### src/rtl/ampm_pf_issue.sv
// ampm_pf_issue: queues AMPM prefetch candidates and issues one line request per handshake.
// Latency: an accepted candidate reaches pf_vld one cycle later; each later line of the same entry follows on the next pf_rdy.
// Backpressure: cand_rdy drops when the queue is full or flush is high. pf_vld/pf_addr hold steady while pf_rdy is low.
//
// Ports:
//   clk, rst                      sole clock; synchronous active-high reset
//   cand_vld/cand_rdy             candidate handshake carrying cand_zone, cand_map, cand_dir
//   flush                         drops every queued entry (takes effect at the next edge)
//   pf_vld/pf_rdy, pf_addr        prefetch request {zone, line}
//   occ                           number of queued entries
// Build option: define AMPM_PF_DEDUP_EN so that a candidate for a zone already in the queue
// ORs into that entry instead of taking a new slot.
module ampm_pf_issue #(
    parameter int ZONEW = 16,
    parameter int NLINE = 8,
    parameter int DEPTH = 4,
    localparam int LINEW = $clog2(NLINE),
    localparam int PTRW  = $clog2(DEPTH),
    localparam int OCCW  = $clog2(DEPTH) + 1
) (
    input  logic                   clk,
    input  logic                   rst,
    input  logic                   cand_vld,
    output logic                   cand_rdy,
    input  logic [ZONEW-1:0]       cand_zone,
    input  logic [NLINE-1:0]       cand_map,
    input  logic                   cand_dir,
    input  logic                   flush,
    output logic                   pf_vld,
    input  logic                   pf_rdy,
    output logic [ZONEW+LINEW-1:0] pf_addr,
    output logic [OCCW-1:0]        occ
);

    logic [ZONEW-1:0] ent_zone [DEPTH];
    logic [NLINE-1:0] ent_map  [DEPTH];
    logic [DEPTH-1:0] ent_dir;
    logic [DEPTH-1:0] ent_vld;
    logic [PTRW-1:0]  rd_ptr;
    logic [PTRW-1:0]  wr_ptr;

    logic [NLINE-1:0] head_map;
    logic [LINEW-1:0] sel_line;
    logic [NLINE-1:0] sel_hot;
    logic [NLINE-1:0] head_map_nxt;
    logic             not_full;
    logic             issue;
    logic             pop;
    logic             acc;
    logic             push;
    logic             hit;
    logic [PTRW-1:0]  hit_idx;
    logic             merge;

    assign head_map = ent_map[rd_ptr];
    assign not_full = occ < OCCW'(DEPTH);

    // Lowest set bit for ascending order, highest for descending. In each loop the
    // last assignment wins, so the loop runs in the direction opposite to the wanted bit.
    always_comb begin
        sel_line = '0;
        if (!ent_dir[rd_ptr]) begin
            for (int i = NLINE - 1; i >= 0; i--)
                if (head_map[i]) sel_line = LINEW'(i);
        end else begin
            for (int i = 0; i < NLINE; i++)
                if (head_map[i]) sel_line = LINEW'(i);
        end
    end

    assign sel_hot      = NLINE'(1) << sel_line;
    assign head_map_nxt = head_map & ~sel_hot;

    // Gating pf_vld with flush and rst makes a handshake impossible in those cycles.
    assign pf_vld  = ent_vld[rd_ptr] & (|head_map) & ~flush & ~rst;
    assign pf_addr = {ent_zone[rd_ptr], sel_line};
    assign issue   = pf_vld & pf_rdy;
    assign pop     = issue & ~(|head_map_nxt);

`ifdef AMPM_PF_DEDUP_EN
    // A head entry that pops this cycle is not a valid merge target. Its slot is about to be freed.
    always_comb begin
        hit     = 1'b0;
        hit_idx = '0;
        for (int i = 0; i < DEPTH; i++) begin
            if (ent_vld[i] && ent_zone[i] == cand_zone && !(pop && PTRW'(i) == rd_ptr)) begin
                hit     = 1'b1;
                hit_idx = PTRW'(i);
            end
        end
    end
`else
    assign hit     = 1'b0;
    assign hit_idx = '0;
`endif

    assign cand_rdy = ~rst & ~flush & (not_full | hit);
    assign acc      = cand_vld & cand_rdy;
    // An all-zero map is accepted but never allocated.
    assign push     = acc & ~hit & (|cand_map);
    assign merge    = acc & hit & (|cand_map);

    always_ff @(posedge clk) begin
        if (rst || flush) begin
            ent_vld <= '0;
            rd_ptr  <= '0;
            wr_ptr  <= '0;
            occ     <= '0;
        end else begin
            if (issue) begin
                if (pop) begin
                    ent_vld[rd_ptr] <= 1'b0;
                    rd_ptr          <= rd_ptr + 1'b1;
                end else begin
                    ent_map[rd_ptr] <= head_map_nxt;
                end
            end
            // The merge target can be the head while it issues a bit that does not
            // empty it. Drop that bit here too, so it is not requested a second time.
            if (merge) begin
                if (issue && hit_idx == rd_ptr)
                    ent_map[hit_idx] <= (ent_map[hit_idx] | cand_map) & ~sel_hot;
                else
                    ent_map[hit_idx] <= ent_map[hit_idx] | cand_map;
            end
            if (push) begin
                ent_vld[wr_ptr]  <= 1'b1;
                ent_zone[wr_ptr] <= cand_zone;
                ent_map[wr_ptr]  <= cand_map;
                ent_dir[wr_ptr]  <= cand_dir;
                wr_ptr           <= wr_ptr + 1'b1;
            end
            occ <= occ + OCCW'(push) - OCCW'(pop);
        end
    end

endmodule
### config.mk
export PLATFORM = sky130hd
export DESIGN_NAME = ampm_pf_issue
export DESIGN_NICKNAME = d
export VERILOG_FILES = /design/src/rtl/ampm_pf_issue.sv
export SDC_FILE = /design/constraint.sdc
export NUM_CORES = 1
export LEC_CHECK = 0
export CORE_UTILIZATION = 50
export DETAILED_ROUTE_END_ITERATION = 8
export PLACE_DENSITY = 0.75
export REMOVE_ABC_BUFFERS = 1
export SLEW_MARGIN = 30
export SYNTH_ARGS = -nofsm -noshare
export SYNTH_HDL_FRONTEND = slang
export SYNTH_SLANG_ARGS = --single-unit
### constraint.sdc
create_clock -name clk -period 3.7 [get_ports clk]
set_input_delay 0.74 -clock clk [delete_from_list [all_inputs] [get_ports clk]]
set_output_delay 0.74 -clock clk [all_outputs]
set_load 0.05 [all_outputs]
# Word-level counts from Yosys, hierarchy flattened
# Memory sizes are Yosys's and may differ from the RTL's. A register that Yosys moved wholly into a read port is not among the register bits.
# Cells that the tools add are included.
[op_classes] n_addsub=4 order_cmp=5 n_shift=1 mux=40 bitwise_logic=18 reduce_logical=8
[ops] op="two-way mux 3 bit" n=15
[ops] op="OR reduction 8 bit" n=3
[ops] op="two-way mux 4 bit" n=4
[ops] op="two-way mux 1 bit" n=12
[ops] op="bitwise AND 1 bit" n=9
[ops] op="bitwise AND 8 bit" n=1
[ops] op="two-way mux 2 bit" n=4
[ops] op="inverter 8 bit" n=1
[ops] op="left shift 1 x 3 -> 8 bit (first input constant)" n=1
[ops] op="< comparator 2 x 3 -> 1 bit (second input constant)" n=2
[ops] op="adder 2 x 1 -> 2 bit (second input constant)" n=2
[ops] op="bitwise AND 4 bit" n=1
[ops] op="binary-select mux 1 bit (select 2 bit)" n=2
[ops] op="bitwise mux 4 bit" n=1
[ops] op="demux 1 bit (select 2 bit)" n=2
[ops] op=">= comparator 2 x 1 -> 1 bit (second input constant)" n=2
[ops] op="inverter 1 bit" n=4
[ops] op="inverter 4 bit" n=1
[ops] op="OR 4 bit" n=1
[ops] op="AND reduction 2 bit" n=2
[ops] op="adder 3 x 1 -> 3 bit" n=1
[ops] op="< comparator 3 bit (second input constant)" n=1
[ops] op="subtractor 3 x 1 -> 3 bit" n=1
[ops] op="logical AND 1 bit" n=2
[ops] op="logical OR 1 bit" n=1
[totals] regBits=15 ramBits=96 inputBits=30 elab_cells=83 mem_count=2
[mem_list] memory="ent_zone" depth=4 width=16 read_ports=1 rd_ports_with_merged_regs=1 wr=1 line="35" source="logic [ZONEW-1:0] ent_zone [DEPTH];"
[mem_list] memory="ent_map" depth=4 width=8 read_ports=1 rd_ports_with_merged_regs=1 wr=2 line="36" source="logic [NLINE-1:0] ent_map [DEPTH];"

# Depth between registers and ports, before layout
# Gate-level depths: netlist (run 1).
[depth] depth_word=20 mapped_depth=16

# Worst setup path before layout (run 1)
# Ideal clock, no wire load.
[synth_timing] path_kind="register -> register" startpoint="register (tool-made name)" endpoint="register occ[2]" arrival_ns=3.885 required_ns=3.579 setup_slack_ns=-0.306 stages_incl_launch_ff=16 n_path_buf=3 period_less_slack_ns=4.006 cell_sequence="dfxtp_1 buf_6 buf_12 mux4_2 nor4_2 a31oi_1 and2_1 clkbuf_1 and3_1 ha_1 inv_1 ha_1 fa_1 xnor2_1 xnor2_1 nor2_1"
[synth_rtl] item="to (signal assigned)" line="133" source="occ <= occ + OCCW'(push) - OCCW'(pop);"
[synth_rtl] item="to (decl)" line="32" source="output logic [OCCW-1:0] occ"

==> impl_results.md, run 1 <==
* Overall Global Routing Usage at 24.8%
* Drt initial violations at 286
* Initial antenna violation count at 0
* Global-route wire length before repair at 18.5 mm
* RR Endpoint: occ[2]$_SDFF_PP0_
* Global route overflow at 0
* Root buffer cell: clkbuf_8
* Most frequent cells after synthesis: edfxtp_1, mux2_2, mux4_2, nand2_1
* Synth-to-layout area growth at 34.4%
* Most used DFF post-synth: edfxtp_1
* Antenna diodes at 0
* Min-Delay Path Depth at 2
* Setup Skew at ~0.0085 ns
* Final core utilization at 69.4%
* Die ar. at 10600 µm²
* Worst-Margin Slew at 0.531 ns
* Setup slack after layout at -0.134 ns
* Worst reg2reg setup slack at -0.13 ns
* Clk buf depth at 2
* Drt via density at 5.75
* Most common cell in the netlist: edfxtp_1
* WL final at between 10 and 15 mm
* Core Box Area at 9820 µm²
* Psw at 0.707 mW
* Die Y at ~100 µm
* LEAKAGE at 2.42 nW
* Clk pwr share at 49.6%
* Worst hold path class: flop to flop
* Hpwl dp at 7.58 mm
* DR pass1 iterations at 5
* Synth Area in XOR/XNOR at less than 1%
* Finished Layout Cells at 568
* CP Max Fanout at 6
* DIE WIDTH at 103 µm
* CP endpoint kind: flop
* Hold wc startpoint: ent_vld[1]$_SDFF_PP0_
* Io pins at 54
* Post-synth top area cell: edfxtp_1
* Largest net degree at the start of global routing at 20
* Max H-tree Level at 4
* IO Port Bufs at 53
* Synth Area in Simple Gates at 5.40%
* Violated checks: setup timing
* Post-Syn Instances at slightly above 300
* Fmax at 261 MHz
* EDFF count, synth at 100
* Seq pwr share at 44.4%
* Fin crit share at 104%
* Async set or reset register ratio after synthesis at 0%
* RSZ-0062 raised after global routing: true
* Post-Synthesis Cell Area at 5070 µm²
* Worst R2R Path Depth at 15
* Setup violators final at 2
* Vias at 3267
* CP Data Required Time at 4.10 ns
* Netlist cell types at 43
* Hold Slack at between 0.5 and 0.6 ns
* Syn Area/Cell at 16.4 µm²
* Placer Congestion at around 0.97
* Mux cell area share after synthesis at 19.2%
* Adder-Cell Fraction of Synth Area at 2.86%
* DP Cell Count at 530
* Share of cells above drive strength 1 at 38.9%
* Max-Cap Viols at 0
* Peak supply drop at 0.000396 V
* Ys Warns at 0
* Sw Ratio at 22.4%
* Starting Density at between 50% and 60%
* Core Rows at 36
* Synth top area share at 59.2%
* Clk slew on worst S/H paths at about 0.060 ns
* TritonCTS Buffers at 17
* Final slew viol count at 0
* Nets at 463
* Synth Area in Compound Gates at 5.35%
* Detail Route Antenna Nets at 0
* Post-synthesis register bit count at ~110
* Status: complete, but fails checks
* Slew margin rel. at 64.5%
* Int Power at ~2.4 mW
* Overall power at between 3 and 4 mW
* Number of fill cells at approximately 660
* Largest family of logic cells by synthesized area: multiplexers
* Hold Violations, Final at 0
* Latest clock arrival within the worst-skew pair at 0.51 ns
* Hold Path Sink: ent_vld[1]$_SDFF_PP0_
* Number of global-route vias before repair at between 3000 and 4000
* Sequential area share after synthesis at between 60 and 70%
* Worst path arrival time at 4.23 ns
* Setup crit start kind: flop
* Min cycle time layout at 3.83 ns
* WL per Instance at 21.2 µm
* Comb power frac at approximately 6%
* Crit Path Category: flop to flop
* CTS tree: yes
* Synth area leaders: edfxtp_1, mux4_2, mux2_2
* Clock sinks at 113
* PD cells at 463 nW/µm²
* DRC Markers at 0
[timing repair]
| action | in CTS | in global routing |
|---|---|---|
| hold buffers | 0 | 0 |
| resized for setup | 15 | 10 |
| endpoints found under the hold margin | 0 | 0 |
| cloned | 0 | 0 |
| endpoints found under the setup margin | 3 | 3 |
| setup buffers | 4 | 2 |
| pin swaps | 12 | 5 |
[cell type report]
cell class | count | area [µm²] | share of cell area, %
clock buffer | 17 | 414 | 6.07
tap | 133 | 166 | 2.44
inverter | 16 | 60.1 | 0.881
multi-input combinational | 171 | 1810 | 26.5
clock inverter | 15 | 156 | 2.29
sequential | 113 | 3270 | 47.9
timing repair buffer | 103 | 950 | 13.9
[cell usage in the layout, fill, tap and decap left out, types with 2 or more instances in the layout]
master / instances
buf_12: 4
ha_1: 8
nor2_1: 13
buf_4: 49
mux4_2: 26
nand2b_1: 2
a21oi_1: 8
dfxtp_2: 2
clkdlybuf4s50_1: 49
nor4_1: 2
nand3_1: 2
clkinv_1: 2
nor3_1: 2
a221oi_2: 2
bufinv_16: 2
clkbuf_16: 16
inv_1: 15
nor2_2: 3
o21ai_0: 6
clkinv_4: 3
o21ai_2: 2
dfxtp_1: 11
mux2_2: 32
inv_6: 4
clkinvlp_4: 3
o21ai_1: 5
xnor2_1: 2
a31oi_1: 6
or2_2: 3
edfxtp_1: 100
and2_1: 6
nand2_1: 17
ha_4: 2
mux2i_1: 3
[routing by layer]
| metal | wire length, µm | global-route usage, % | vias up |
|---|---|---|---|
| li1 | - | - | 1450 |
| met4 | 280 | 11.4 | 0 |
| met3 | 660 | 6.24 | 25 |
| met2 | 6250 | 40.6 | 145 |
| met5 | 0 | 0 | - |
| met1 | 4840 | 31.4 | 1647 |
[kinds of logic (layout without fill, tap and decap cells)]
logic type / count (synthesis) / after routing
flip-flops: 113 / 113
multiplexers: 61 / 61
AND/OR/NAND/NOR: 56 / 56
AO/OA/AOI/OAI: 40 / 40
buffers and inverters: 25 / 151
adder cells (fa/ha/maj): 11 / 11
XOR/XNOR: 3 / 3
[state kept, by name, summed over array words and instances, names as in the netlist, named ones only]
signal,cells
rd_ptr,2
occ,3
ent_vld,4
wr_ptr,2
ent_dir,4
ent_zone,64
ent_map,32
[power by group through the flow]
stage / registers (mW) / logic [mW] / clock network, mW
2_1_floorplan: 1.43 / 0.0818 / 0
3_3_place_gp: 1.43 / 0.174 / 0
3_5_place_dp: 1.43 / 0.178 / 0
4_1_cts: 1.40 / 0.185 / 1.58
5_1_grt: 1.40 / 0.201 / 1.64
6_report: 1.40 / 0.191 / 1.56
[worst max path at each step]
| stage | to | slack [ns] | cells after the start |
|---|---|---|---|
| after floorplan | occ[2]$_SDFF_PP0_ | -1.03 | 14 |
| after global placement | occ[2]$_SDFF_PP0_ | -0.20 | 15 |
| after detailed placement | occ[2]$_SDFF_PP0_ | -0.27 | 15 |
| after CTS | occ[2]$_SDFF_PP0_ | -0.07 | 15 |
| after global routing | occ[2]$_SDFF_PP0_ | -0.22 | 15 |
| final | occ[2]$_SDFF_PP0_ | -0.13 | 15 |
[per-stage QoR]
stage                     setup TNS, ns  setup slack [ns]  cell area (µm²)
after global placement           -0.291            -0.200             6080
after CTS                       -0.0670           -0.0670             6760
final                            -0.198            -0.134             6820
after floorplan                  -19.30             -1.03             5020
after detailed placement         -0.445            -0.271             6080
after global routing             -0.416            -0.218             6820
[critical path: stages (launching register included)]
cell	delay, ns
dfxtp_2	0.35
buf_12	0.13
mux4_2	0.51
or4_4	0.58
o22ai_4	0.13
o21ai_2	0.08
a2111o_1	0.45
a211oi_4	0.19
and3_4	0.24
ha_4	0.13
inv_2	0.04
ha_4	0.15
fa_2	0.38
xnor2_2	0.15
xnor2_1	0.15
nor2_1	0.06
(Power assumes the default switching activity.)
==> run 2, diff against run 1 <==
- CORE_MARGIN: default -> 5
==> impl_results.md, run 2 (synthesis gave the netlist of run 1 again) <==
* Status: complete, but fails checks
* Violated checks: setup timing
* PD cells at 463 nW/µm² (about the same)
* Final slew viol count at 0 (unchanged)
* Most flops, register: ent_zone
* Max-Cap Viols at 0 (unchanged)
* Worst hold path class: flop to flop
* WL per Instance at 20.3 µm (-4.3%)
* Hold Violations, Final at 0 (unchanged)
* Peak supply drop at 0.000295 V (-26%)
* Worst path arrival time at 4.26 ns (+0.03 ns)
* Setup Skew at 0.00735 ns (-0.00111 ns)
* CP Max Fanout at 6 (unchanged)
* Number of global-route vias before repair at 3305 (-4.1%)
* Global route overflow at 0 (unchanged)
* DR pass1 iterations at 5 (unchanged)
* RR Endpoint: occ[2]$_SDFF_PP0_
* Max H-tree Level at 4 (unchanged)
* Initial antenna violation count at 0 (unchanged)
* Core Box Area at 9820 µm² (unchanged)
* Share of cells above drive strength 1 at 40.4% (+1.6 points)
* Die Y at 111 µm (+7.8%)
* Worst-Margin Slew at 0.524 ns (-0.00691 ns)
* TritonCTS Buffers at 17 (unchanged)
* Most common cell after layout, fill and taps aside: edfxtp_1
* Sw Ratio at 21.5% (-0.84 points)
* Setup violators final at 2 (unchanged)
* Slowest stage delay, CP at 0.51 ns (-0.07 ns)
* RSZ-0062 raised after global routing: true
* Core Rows at 36 (unchanged)
* DP Area at 6130 µm² (+0.82%)
* CP max-delay cell: mux4_2
* Min-Delay Path Depth at 2 (unchanged)
* WP buf/inv at 3 (+1)
* Most frequent cells in the layout: edfxtp_1, buf_4, clkdlybuf4s50_1, mux2_2, mux4_2
* Worst R2R Path Depth at 16 (+1)
* Int Power at 2.52 mW (+3.1%)
* Seq pwr share at 43.5% (-0.9 points)
* Clk buf depth at 2 (unchanged)
* Largest net degree at the start of global routing at 20 (unchanged)
* Fmax at 259 MHz (-0.81%)
* Hold wc startpoint: ent_vld[1]$_SDFF_PP0_
* Detail Route Antenna Nets at 0 (unchanged)
* Overall power at 3.22 mW (+1.9%)
* CTS tree: yes
* Finished Cell Area at 6960 µm² (+2.0%)
* Hpwl dp at 7.90 mm (+4.3%)
* Setup crit start kind: flop
* Die ar. at 12300 µm² (+16%)
* Hold Slack at 0.543 ns (-0.00716 ns)
* Clk pwr share at 50.4% (+0.8 points)
* Global-route wire length before repair at 18.3 mm (-0.86%)
* Most used cell, CP: ha_4
* IO Port Bufs at 53 (unchanged)
* Placer Congestion at 0.838 (-13%)
* Nets at 471 (+1.7%)
* Slew margin rel. at 65.1% (+0.57 points)
* DIE WIDTH at 111 µm (+7.8%)
* CP Data Required Time at 4.10 ns (about the same)
* Io pins at 54 (unchanged)
* Drt via density at 5.62 (-2.3%)
* Latest clock arrival within the worst-skew pair at 0.51 ns (about the same)
* Vias at 3238 (-0.89%)
* CP top delay family: compound AO/OA/AOI/OAI gates
* LEAKAGE at 2.49 nW (+3.0%)
* Worst reg2reg setup slack at -0.17 ns (-0.03 ns)
* WL final at 11.7 mm (-3.0%)
* Setup slack after layout at -0.165 ns (-0.0313 ns)
* Synth-to-layout area growth at 37.1%
* Worst-path cell chain: buf_12 -> buf_4 -> mux4_2 -> or4_4 -> o22ai_4 -> o21ai_2 -> a2111o_1 -> a211oi_4 -> and3_4 -> ha_4 -> inv_2 -> ha_4 -> fa_2 -> xnor2_2 -> xnor2_1 -> nor2_1
* DRC Markers at 0 (unchanged)
* Min cycle time layout at 3.87 ns (+0.0313 ns)
* Comb power frac at 6.1% (about the same)
* Psw at 0.693 mW (-1.9%)
* Biggest registers after layout: ent_zone x64, ent_map x32
* Fin crit share at 104% (+0.85 points)
* Drt initial violations at 255 (-11%)
* Clk slew on worst S/H paths at 0.06 ns (about the same)
* Antenna diodes at 0 (unchanged)
* Hold Path Sink: ent_vld[1]$_SDFF_PP0_
* Crit Path Category: flop to flop
* Starting Density at 51.7% (unchanged)
* Clock sinks at 113 (unchanged)
* Overall Global Routing Usage at 19.4% (-5.4 points)
* Max FFs per register at 64 (unchanged)
* CP endpoint kind: flop
* Root buffer cell: clkbuf_8
run 2: per-stage QoR:
stage | setup slack (ns) | setup TNS (ns) | utilization (%) | instances
after floorplan | -1.03 | -19.30 | - | 300
after global placement | -0.206 | -0.299 | 62.5 | 535
final | -0.165 | -0.198 | 70.8 | 576
after global routing | -0.309 | -0.441 | 70.8 | 576
after detailed placement | -0.290 | -0.475 | 62.5 | 535
after CTS | -0.101 | -0.101 | 69.5 | 570
run 2: how the worst max path moves through the flow:
stage | start | end | cells after the start
2_1_floorplan | flop | occ[2]$_SDFF_PP0_ | 14
3_3_place_gp | flop | occ[2]$_SDFF_PP0_ | 15
3_5_place_dp | flop | occ[2]$_SDFF_PP0_ | 15
4_1_cts | flop | occ[2]$_SDFF_PP0_ | 15
5_1_grt | flop | occ[2]$_SDFF_PP0_ | 17
6_report | flop | occ[2]$_SDFF_PP0_ | 16
run 2: final cells by class:
cell class / count / area (µm²)
clock inverters: 15 / 179
flip-flops and latches: 113 / 3260
inverters: 16 / 60.1
multi-input cells: 171 / 1840
well taps: 133 / 166
fillers: 653 / 2860
clock buffers: 17 / 414
repair buffers: 111 / 1030
run 2: repair_timing:
item	4_1_cts	5_1_grt
gates resized for setup	14	14
hold buffers	0	0
gates cloned	0	0
endpoints found under the setup margin	3	3
setup buffers	3	6
pin swaps	10	4
run 2: tightest hold or removal path, stage by stage, from the launching register on:
cell and delay [ns]:
dfxtp_1 0.30, o21ai_0 0.15, a31oi_1 0.04
run 2: metal layers:
metal  vias to the layer above  wire length [µm]  global-route usage, %
met5                         -                 0                      0
met4                         0               195                   5.58
met3                        19               653                   4.86
met2                       115              5810                   31.6
met1                      1637              5020                   25.9
li1                       1467                 -                      -
run 2: power by group through the flow:
stage               clock network [mW]  logic, mW  registers [mW]
finish                            1.62      0.196            1.40
global route                      1.71      0.207            1.40
CTS                               1.64      0.184            1.40
detailed placement                   0      0.178            1.43
global placement                     0      0.175            1.43
floorplan                            0     0.0818            1.43
